$ cat config.mk
export PLATFORM = sky130hd
export DESIGN_NAME = dhs_apb_cmd_bridge
export DESIGN_NICKNAME = d
export VERILOG_FILES = /design/src/rtl/dhs_apb_cmd_bridge.sv
export SDC_FILE = /design/constraint.sdc
export NUM_CORES = 1
export LEC_CHECK = 0
export CORE_MARGIN = 2
export CORE_UTILIZATION = 32
export CTS_CLUSTER_SIZE = 10
export DETAILED_ROUTE_END_ITERATION = 10
export PLACE_DENSITY = 0.67
export SLEW_MARGIN = 20
export SYNTH_ARGS = -nofsm -noshare
export SYNTH_HDL_FRONTEND = slang
export SYNTH_SLANG_ARGS = --single-unit
$ cat constraint.sdc
create_clock -name clk_i -period 2.15 [get_ports clk_i]
set_input_delay 0.43 -clock clk_i [delete_from_list [all_inputs] [get_ports clk_i]]
set_output_delay 0.43 -clock clk_i [all_outputs]
set_load 0.01 [all_outputs]
$ cat src/rtl/dhs_apb_cmd_bridge.sv
// UART-byte-stream to APB master bridge: one framed command ('W'/'R') per single-beat APB transfer.
// Optional ACCESS-phase timeout is compiled in with `define DHS_APB_TIMEOUT_EN.
module dhs_apb_cmd_bridge #(
  parameter int ADDR_W         = 32,
  parameter int DATA_W         = 32,
  parameter int TIMEOUT_CYCLES = 1024
) (
  input  logic                clk_i,
  input  logic                srst_i,
  input  logic [7:0]          rx_data_i,
  input  logic                rx_valid_i,
  output logic                rx_ready_o,
  output logic [7:0]          tx_data_o,
  output logic                tx_valid_o,
  input  logic                tx_ready_i,
  output logic                psel_o,
  output logic                penable_o,
  output logic [ADDR_W-1:0]   paddr_o,
  output logic                pwrite_o,
  output logic [DATA_W-1:0]   pwdata_o,
  output logic [DATA_W/8-1:0] pstrb_o,
  input  logic                pready_i,
  input  logic [DATA_W-1:0]   prdata_i,
  input  logic                pslverr_i,
  output logic                busy_o
);

  localparam int         STRB_W     = DATA_W / 8;
  localparam logic [7:0] ADDR_LAST  = 8'(ADDR_W / 8 - 1);
  localparam logic [7:0] DATA_LAST  = 8'(DATA_W / 8 - 1);
  localparam logic [7:0] DATA_BYTES = 8'(DATA_W / 8);
  localparam logic [7:0] OP_WRITE   = 8'h57;
  localparam logic [7:0] OP_READ    = 8'h52;
  localparam logic [7:0] ST_OK      = 8'h4B;
  localparam logic [7:0] ST_ERR     = 8'h45;
  localparam logic [7:0] ST_BADOP   = 8'h3F;

  if (ADDR_W < 8 || ADDR_W % 8 != 0 || DATA_W < 8 || DATA_W % 8 != 0 || TIMEOUT_CYCLES < 1)
  begin : g_bad_cfg
    $error("dhs_apb_cmd_bridge: unsupported parameter set");
  end

  typedef enum logic [2:0] {S_IDLE, S_ADDR, S_WDATA, S_SETUP, S_ACCESS, S_RESP} state_t;

  state_t              state_q, state_d;
  logic [7:0]          cnt_q, cnt_d;
  logic                rx_ready_q, rx_ready_d;
  logic [7:0]          tx_data_q, tx_data_d;
  logic                tx_valid_q, tx_valid_d;
  logic                psel_q, psel_d;
  logic                penable_q, penable_d;
  logic [ADDR_W-1:0]   paddr_q, paddr_d;
  logic                pwrite_q, pwrite_d;
  logic [DATA_W-1:0]   pwdata_q, pwdata_d;
  logic [STRB_W-1:0]   pstrb_q, pstrb_d;
  logic                busy_q, busy_d;
  logic [DATA_W-1:0]   rdata_q, rdata_d;
  logic                rd_resp_q, rd_resp_d;
  logic                rx_fire, tx_fire;
  logic [ADDR_W-1:0]   addr_shift;
  logic [DATA_W-1:0]   data_shift;

`ifdef DHS_APB_TIMEOUT_EN
  localparam int            TO_W    = $clog2(TIMEOUT_CYCLES + 1);
  localparam logic [TO_W-1:0] TO_LAST = TO_W'(TIMEOUT_CYCLES - 1);
  localparam logic [7:0]    ST_TOUT = 8'h54;
  logic [TO_W-1:0] to_cnt_q, to_cnt_d;
`endif

  assign rx_fire = rx_ready_q && rx_valid_i;
  assign tx_fire = tx_valid_q && tx_ready_i;

  // Little-endian fields: each new byte enters at the top and slides toward bit 0.
  assign addr_shift = (paddr_q >> 8) | (ADDR_W'(rx_data_i) << (ADDR_W - 8));
  assign data_shift = (pwdata_q >> 8) | (DATA_W'(rx_data_i) << (DATA_W - 8));

  always_comb begin
    state_d    = state_q;
    cnt_d      = cnt_q;
    tx_data_d  = tx_data_q;
    tx_valid_d = tx_valid_q;
    psel_d     = psel_q;
    penable_d  = penable_q;
    paddr_d    = paddr_q;
    pwrite_d   = pwrite_q;
    pwdata_d   = pwdata_q;
    pstrb_d    = pstrb_q;
    rdata_d    = rdata_q;
    rd_resp_d  = rd_resp_q;
`ifdef DHS_APB_TIMEOUT_EN
    to_cnt_d   = to_cnt_q;
`endif

    case (state_q)
      S_IDLE: begin
        if (rx_fire) begin
          if (rx_data_i == OP_WRITE || rx_data_i == OP_READ) begin
            pwrite_d = (rx_data_i == OP_WRITE);
            state_d  = S_ADDR;
          end else begin
            tx_data_d  = ST_BADOP;
            tx_valid_d = 1'b1;
            rd_resp_d  = 1'b0;
            state_d    = S_RESP;
          end
        end
      end
      S_ADDR: begin
        if (rx_fire) begin
          paddr_d = addr_shift;
          cnt_d   = cnt_q + 8'd1;
          if (cnt_q == ADDR_LAST) state_d = pwrite_q ? S_WDATA : S_SETUP;
        end
      end
      S_WDATA: begin
        if (rx_fire) begin
          pwdata_d = data_shift;
          cnt_d    = cnt_q + 8'd1;
          if (cnt_q == DATA_LAST) state_d = S_SETUP;
        end
      end
      S_SETUP: begin
        psel_d    = 1'b1;
        penable_d = 1'b0;
        pstrb_d   = pwrite_q ? {STRB_W{1'b1}} : '0;
`ifdef DHS_APB_TIMEOUT_EN
        to_cnt_d  = '0;
`endif
        state_d   = S_ACCESS;
      end
      S_ACCESS: begin
        // First ACCESS cycle only raises penable; pready is honoured once penable is visible.
        if (!penable_q) begin
          penable_d = 1'b1;
        end else if (pready_i) begin
          psel_d     = 1'b0;
          penable_d  = 1'b0;
          pstrb_d    = '0;
          tx_data_d  = pslverr_i ? ST_ERR : ST_OK;
          tx_valid_d = 1'b1;
          rdata_d    = prdata_i;
          rd_resp_d  = !pwrite_q;
          state_d    = S_RESP;
        end
`ifdef DHS_APB_TIMEOUT_EN
        else if (to_cnt_q == TO_LAST) begin
          psel_d     = 1'b0;
          penable_d  = 1'b0;
          pstrb_d    = '0;
          tx_data_d  = ST_TOUT;
          tx_valid_d = 1'b1;
          rdata_d    = '0;
          rd_resp_d  = !pwrite_q;
          state_d    = S_RESP;
        end else begin
          to_cnt_d = to_cnt_q + 1'b1;
        end
`endif
      end
      S_RESP: begin
        if (tx_fire) begin
          if (rd_resp_q && cnt_q != DATA_BYTES) begin
            tx_data_d = rdata_q[7:0];
            rdata_d   = rdata_q >> 8;
            cnt_d     = cnt_q + 8'd1;
          end else begin
            tx_valid_d = 1'b0;
            state_d    = S_IDLE;
          end
        end
      end
      default: state_d = S_IDLE;
    endcase

    if (state_d != state_q) cnt_d = '0;
  end

  assign rx_ready_d = (state_d == S_IDLE) || (state_d == S_ADDR) || (state_d == S_WDATA);
  assign busy_d     = (state_d != S_IDLE);

  always_ff @(posedge clk_i) begin
    if (srst_i) begin
      state_q    <= S_IDLE;
      cnt_q      <= '0;
      rx_ready_q <= 1'b1;
      tx_data_q  <= '0;
      tx_valid_q <= 1'b0;
      psel_q     <= 1'b0;
      penable_q  <= 1'b0;
      paddr_q    <= '0;
      pwrite_q   <= 1'b0;
      pwdata_q   <= '0;
      pstrb_q    <= '0;
      busy_q     <= 1'b0;
      rdata_q    <= '0;
      rd_resp_q  <= 1'b0;
`ifdef DHS_APB_TIMEOUT_EN
      to_cnt_q   <= '0;
`endif
    end else begin
      state_q    <= state_d;
      cnt_q      <= cnt_d;
      rx_ready_q <= rx_ready_d;
      tx_data_q  <= tx_data_d;
      tx_valid_q <= tx_valid_d;
      psel_q     <= psel_d;
      penable_q  <= penable_d;
      paddr_q    <= paddr_d;
      pwrite_q   <= pwrite_d;
      pwdata_q   <= pwdata_d;
      pstrb_q    <= pstrb_d;
      busy_q     <= busy_d;
      rdata_q    <= rdata_d;
      rd_resp_q  <= rd_resp_d;
`ifdef DHS_APB_TIMEOUT_EN
      to_cnt_q   <= to_cnt_d;
`endif
    end
  end

  assign rx_ready_o = rx_ready_q;
  assign tx_data_o  = tx_data_q;
  assign tx_valid_o = tx_valid_q;
  assign psel_o     = psel_q;
  assign penable_o  = penable_q;
  assign paddr_o    = paddr_q;
  assign pwrite_o   = pwrite_q;
  assign pwdata_o   = pwdata_q;
  assign pstrb_o    = pstrb_q;
  assign busy_o     = busy_q;

endmodule

After elaboration in Yosys (flattened, before gate mapping)
Cells that the tools add are included.
{"block": "classes", "n_bitwise": 2, "n_addsub": 1, "n_reduce_logical": 26, "mux": 51, "n_eq_ne": 20}
{"op": "2-to-1 mux 32 bit", "n": 4}
{"op": "2-to-1 mux 8 bit", "n": 9}
{"op": "OR 24 x 32 -> 32 bit", "n": 2}
{"op": "one-hot mux 32 bit (2 select lines)", "n": 1}
{"op": "2-to-1 mux 3 bit", "n": 10}
{"op": "one-hot mux 8 bit (3 select lines)", "n": 1}
{"op": "one-hot mux 3 bit (6 select lines)", "n": 1}
{"op": "equality test 8 x 7 -> 1 bit, second input constant", "n": 2}
{"op": "2-to-1 mux 4 bit", "n": 4}
{"op": "one-hot mux 8 bit (2 select lines)", "n": 1}
{"op": "2-to-1 mux 1 bit", "n": 15}
{"op": "inequality test 2 bit, second input constant", "n": 7}
{"op": "AND reduction 7 bit", "n": 2}
{"op": "AND reduction 5 bit", "n": 2}
{"op": "equality test 3 x 2 -> 1 bit, second input constant", "n": 3}
{"op": "adder 8 x 1 -> 8 bit, second input constant", "n": 1}
{"op": "equality test 8 x 2 -> 1 bit, second input constant", "n": 1}
{"op": "inequality test 8 x 3 -> 1 bit, second input constant", "n": 1}
{"op": "one-hot mux 4 bit (2 select lines)", "n": 1}
{"op": "nonzero test 2 bit", "n": 4}
{"op": "equality test 3 x 1 -> 1 bit, second input constant", "n": 2}
{"op": "equality test 3 bit, second input constant", "n": 2}
{"op": "zero test 3 bit", "n": 2}
{"op": "one-hot mux 1 bit (2 select lines)", "n": 3}
{"op": "11 further kinds", "n": 19}
{"block": "totals", "reg_bits": 126, "output_inout_bits": 82, "input_bits": 46, "word_cells": 114}

Logic depth before layout (Yosys ltp)
Gate-level depths: netlist of run 1.
{"block": "depth", "ltp_word": 8, "mapped_depth": 8, "ltp_nobuf": 7}

Worst setup path after synthesis of run 1
Ideal clock, no wire load.
{"block": "synth_timing", "path_kind": "register to register", "start": "register cnt_q[0]", "end": "register rdata_q[10]", "setup_slack_ps": 437, "stages_incl_launch_ff": 9, "t_arrival_ps": 1624, "path_buffers": 1, "setup_time_ps": 89, "required_ps": 2061, "synth_period_minus_slack_ps": 1713, "path_cell_list": "dfxtp_1 -> inv_1 -> ha_1 -> and4bb_4 -> a21oi_4 -> mux2_4 -> buf_2 -> nor2_1 -> a311oi_2"}
{"block": "synth_between", "elab_chain_cells": 4}
{"element": "start, declared", "line_no": "46", "source": "logic [7:0] cnt_q, cnt_d;"}
{"element": "start signal, assigned", "line_no": "202", "source": "cnt_q <= cnt_d;"}
{"element": "inequality test 8 x 3 -> 1 bit", "line_no": "162", "source": "if (rd_resp_q && cnt_q != DATA_BYTES) begin"}
{"element": "logical AND 1 bit", "line_no": "162"}
{"element": "inequality test 2 bit (no line)"}
{"element": "AND reduction 5 bit (no line)"}
{"element": "end signal, assigned", "line_no": "213", "source": "rdata_q <= rdata_d;"}
{"element": "end, declared", "line_no": "57", "source": "logic [DATA_W-1:0] rdata_q, rdata_d;"}
Every way passes these cells.
A chain may end at the register's enable or synchronous reset.

Worst setup path after layout of run 1
{"block": "layout_timing", "start": "register cnt_q[0]", "end": "register rdata_q[1]"}
Same word-level chain as after synthesis.

==> flow_summary.toml, run 1 <==
[synthesis]
synth_seq_cells = 123
synth_area_mm2 = 0.00524
synthCells = 623
synth_edf_count = 0
ys.flop_type = "dfxtp_1"
yosys_warnings = 0
synthDistinctLibCells = 57
syn_area_per_cell_um2 = 8.40
async_reset_ff_share_pct = 0
syn_nets = 671
yosysSeqAreaShare_pct = 47.0

[global_route]
antenna_found_initial = 0
first_global_vias = 4440
track_usage_pct = 15.8
grt-ovfl-total = 0
grt_max_degree = 41
grt_pass1_wl_um = 22600

[final_layout]
layout.cells.non_filler = 983
drive_gt1_share_pct = 13.7
syn_to_final_growth_pct = 42.7
post-route-util_pct = 46.9
finalInstanceArea_mm2 = 0.00747
final_nets = 804
antenna_cells = 0

[sta]
slew_viol_final = 0
relSlewSlack_pct = 60.1
finalHoldViolations = 0
fin_crit_sh_pct = 92.2
tightest_slew_ns = 0.599
rsz0062_at_grt = "false"
fin_ws_ns = 0.167
fmax_mhz = 504
fin_worst_skew_ns = 0.00735
setup_viol = 0
min_period_ns = 1.98

[pwr]
p_clk_share_pct = 43.4
netSwitchingFraction_pct = 26.0
power_density_mw_per_mm2 = 862
p_switching_mw = 1.68
p_leak_nw = 2.52
peakVddDrop_mv = 0.482
p_comb_share_pct = 17.8
intPower_mw = 4.77
seqPwrFrac_pct = 38.8

[critical_path]
critPathKind = "register to register"
start_kind = "register"
crit_chain = "inv_1 -> ha_1 -> and4bb_4 -> a21oi_4 -> mux2_4 -> buf_12 -> nor2_1 -> a311oi_1"
crit_slowest_cell = "dfxtp_1"
end_kind = "register"
max_stage_delay_ns = 0.36
critical-path-top-delay-family = "compound AO/OA/AOI/OAI gates"
path_max_fanout = 22
worst-path-buf-inv = 2
critPathArrivalTime_ns = 2.29
worstPathRequired_ns = 2.46

[run_status]
status = "finished, final reports clean"

[cts]
cts_max_level = 4
numCtsBuffers = 17
holdBufCountCts = 0
post_cts_buffers = 0
cts_tree = "done"
cts.clk_slew.worst_paths_ns = 0.05
cts.sinks = 123
clk_path_buf_depth = 2
cts_root_buf = "clkbuf_16"
insertion_delay_ns = 0.41

[floorplan]
die_h_um = 132
initial_utilization_pct = 32.8
coreArea_mm2 = 0.0159
die_area_mm2 = 0.0174
placementRows = 46
ios = 128
die_x_um = 132

[min_path]
min_path_type = "input port to register"

[drt]
wl_per_cell_um = 13.8
drc = 0
drt_first_pass_iters = 4
drt-initial-drc-count = 259
via_per_inst = 4.76
ant_nets = 0
drt-total-wl_um = 13600
vias = 4676

[placement]
routabilityCongestion = 0.764
dp_cells = 953
dp_slack_ns = -0.0453
post_dp_cell_area_mm2 = 0.00688
dp_hpwl_um = 9360
port_buffers = 127

[flow_run]
maxCapViolations = 0
==> worst paths after layout <==
check,from,endpoint,slack (ns),cells after the start
worst min register to register,pwdata_o[1],pwdata_o[1],0.45,2
worst min-delay path,srst_i,state_q[1],0.36,2
worst max register to register,cnt_q[0],rdata_q[1],0.17,8
worst max-delay path,cnt_q[0],rdata_q[1],0.17,8
==> registers in the layout (all words and copies together), names as in the netlist, 3 cells and up <==
signal and count:
paddr_o 32, pwdata_o 32, rdata_q 32, cnt_q 8
tx_data_o 8, state_q 3
==> stage by stage <==
stage / hold slack [ns] / total power [mW] / setup TNS [ns]
after CTS: 0.349 / 6.49 / 0
after detailed placement: 0.446 / 3.69 / -0.409
final: 0.363 / 6.44 / 0
after global placement: 0.442 / 3.69 / -0.0180
after global routing: 0.368 / 6.71 / 0
after floorplan: 0.455 / 3.18 / 0
==> worst register-to-register path: stages, from the launching register on <==
cell and delay, ns:
dfxtp_1 0.36, inv_1 0.08, ha_1 0.23, and4bb_4 0.22, a21oi_4 0.26, mux2_4 0.27, buf_12 0.17, nor2_1 0.06
a311oi_1 0.25
==> area by class of cell <==
cell class / instances / area (µm²)
Clock buffer: 23 / 488
Clock inverter: 7 / 90.1
Fill cell: 1551 / 8470
Inverter: 5 / 18.8
Multi-Input combinational cell: 448 / 2530
Sequential cell: 123 / 2460
Tap cell: 216 / 270
Timing Repair Buffer: 161 / 1610
==> kinds of logic after synthesis <==
group / after synthesis / share of synthesized area [%]
AOI/OAI and AO/OA: 143 / 20.6
and+or+nand+nor: 290 / 24.5
muxes: 5 / 1.15
xor gates and xnor gates: 8 / 1.34
buffers and inverters: 52 / 4.92
DFF: 123 / 47.0
adders and majority gates: 2 / 0.478
==> cells in the final DEF, fill, tap and decap left out, types with 3 or more instances in the layout <==
cell,n
a311oi_2,20
a21o_1,4
nor2_1,41
o21ai_0,10
o211ai_1,3
clkinv_2,3
nand3b_1,3
nand2_1,193
a21oi_1,74
nor3_1,10
a311oi_1,4
xor2_1,6
a22oi_1,8
nand3_1,4
and3_1,5
dfxtp_1,123
inv_1,5
nand2b_1,5
buf_12,7
clkdlybuf4s50_1,126
and2_1,4
nor2b_1,4
clkbuf_8,4
buf_4,28
a31oi_1,4
or2_2,4
o2111ai_1,4
clkbuf_16,17
==> power groups by stage <==
stage	clock (mW)	combinational [mW]	sequential [mW]
final	2.80	1.15	2.50
after global routing	2.94	1.25	2.52
after detailed placement	0	1.15	2.55
after global placement	0	1.14	2.55
after floorplan	0	0.622	2.55
after CTS	2.84	1.16	2.50
==> what timing repair did <==
action                                 CTS  global route
endpoints found under the hold margin    0             0
gates resized for setup                  0             1
setup endpoints to repair                0             2
==> cells in the mapped netlist (2+ instances only) <==
master     instances  area share (%)
and2_1             4            0.48
buf_6              3            0.65
o21ai_0           10            0.96
nor3_1            10            0.96
nand4_1            2            0.24
nor4b_2            2            0.57
nand2b_1           5            0.60
mux2i_1            2            0.38
and3_1             5            0.60
buf_4              8             1.1
nor2_1            43             3.1
xor2_1             6             1.0
ha_1               2            0.48
nand3b_1           3            0.43
a311oi_1           4            0.67
inv_1              5            0.36
a21oi_1           74             7.1
o2111ai_1          4            0.67
xnor2_1            2            0.33
nand3_1            4            0.38
or2_2              4            0.48
nor2b_1            4            0.48
clkbuf_1          28             2.0
dfxtp_1          123              47
buf_2              8            0.76
a311oi_2          20             5.7
o211ai_1           3            0.43
a21o_1             4            0.57
a22oi_1            8             1.1
nand2_1          193              14
a31oi_1            4            0.48
==> metal layers <==
metal / global-route usage [%] / routed length, µm
met1: 20.3 / 6340
met2: 25.6 / 6570
met3: 4.23 / 477
met4: 5.50 / 218
met5: 0 / 0
(Power assumes the default switching activity.)
==> run 2: changes to the inputs <==
ABC_CLOCK_PERIOD_IN_PS = 2150   (was default)
==> results of run 2 <==
No change in the layout: final DEF, timing and power equal those of run 1.
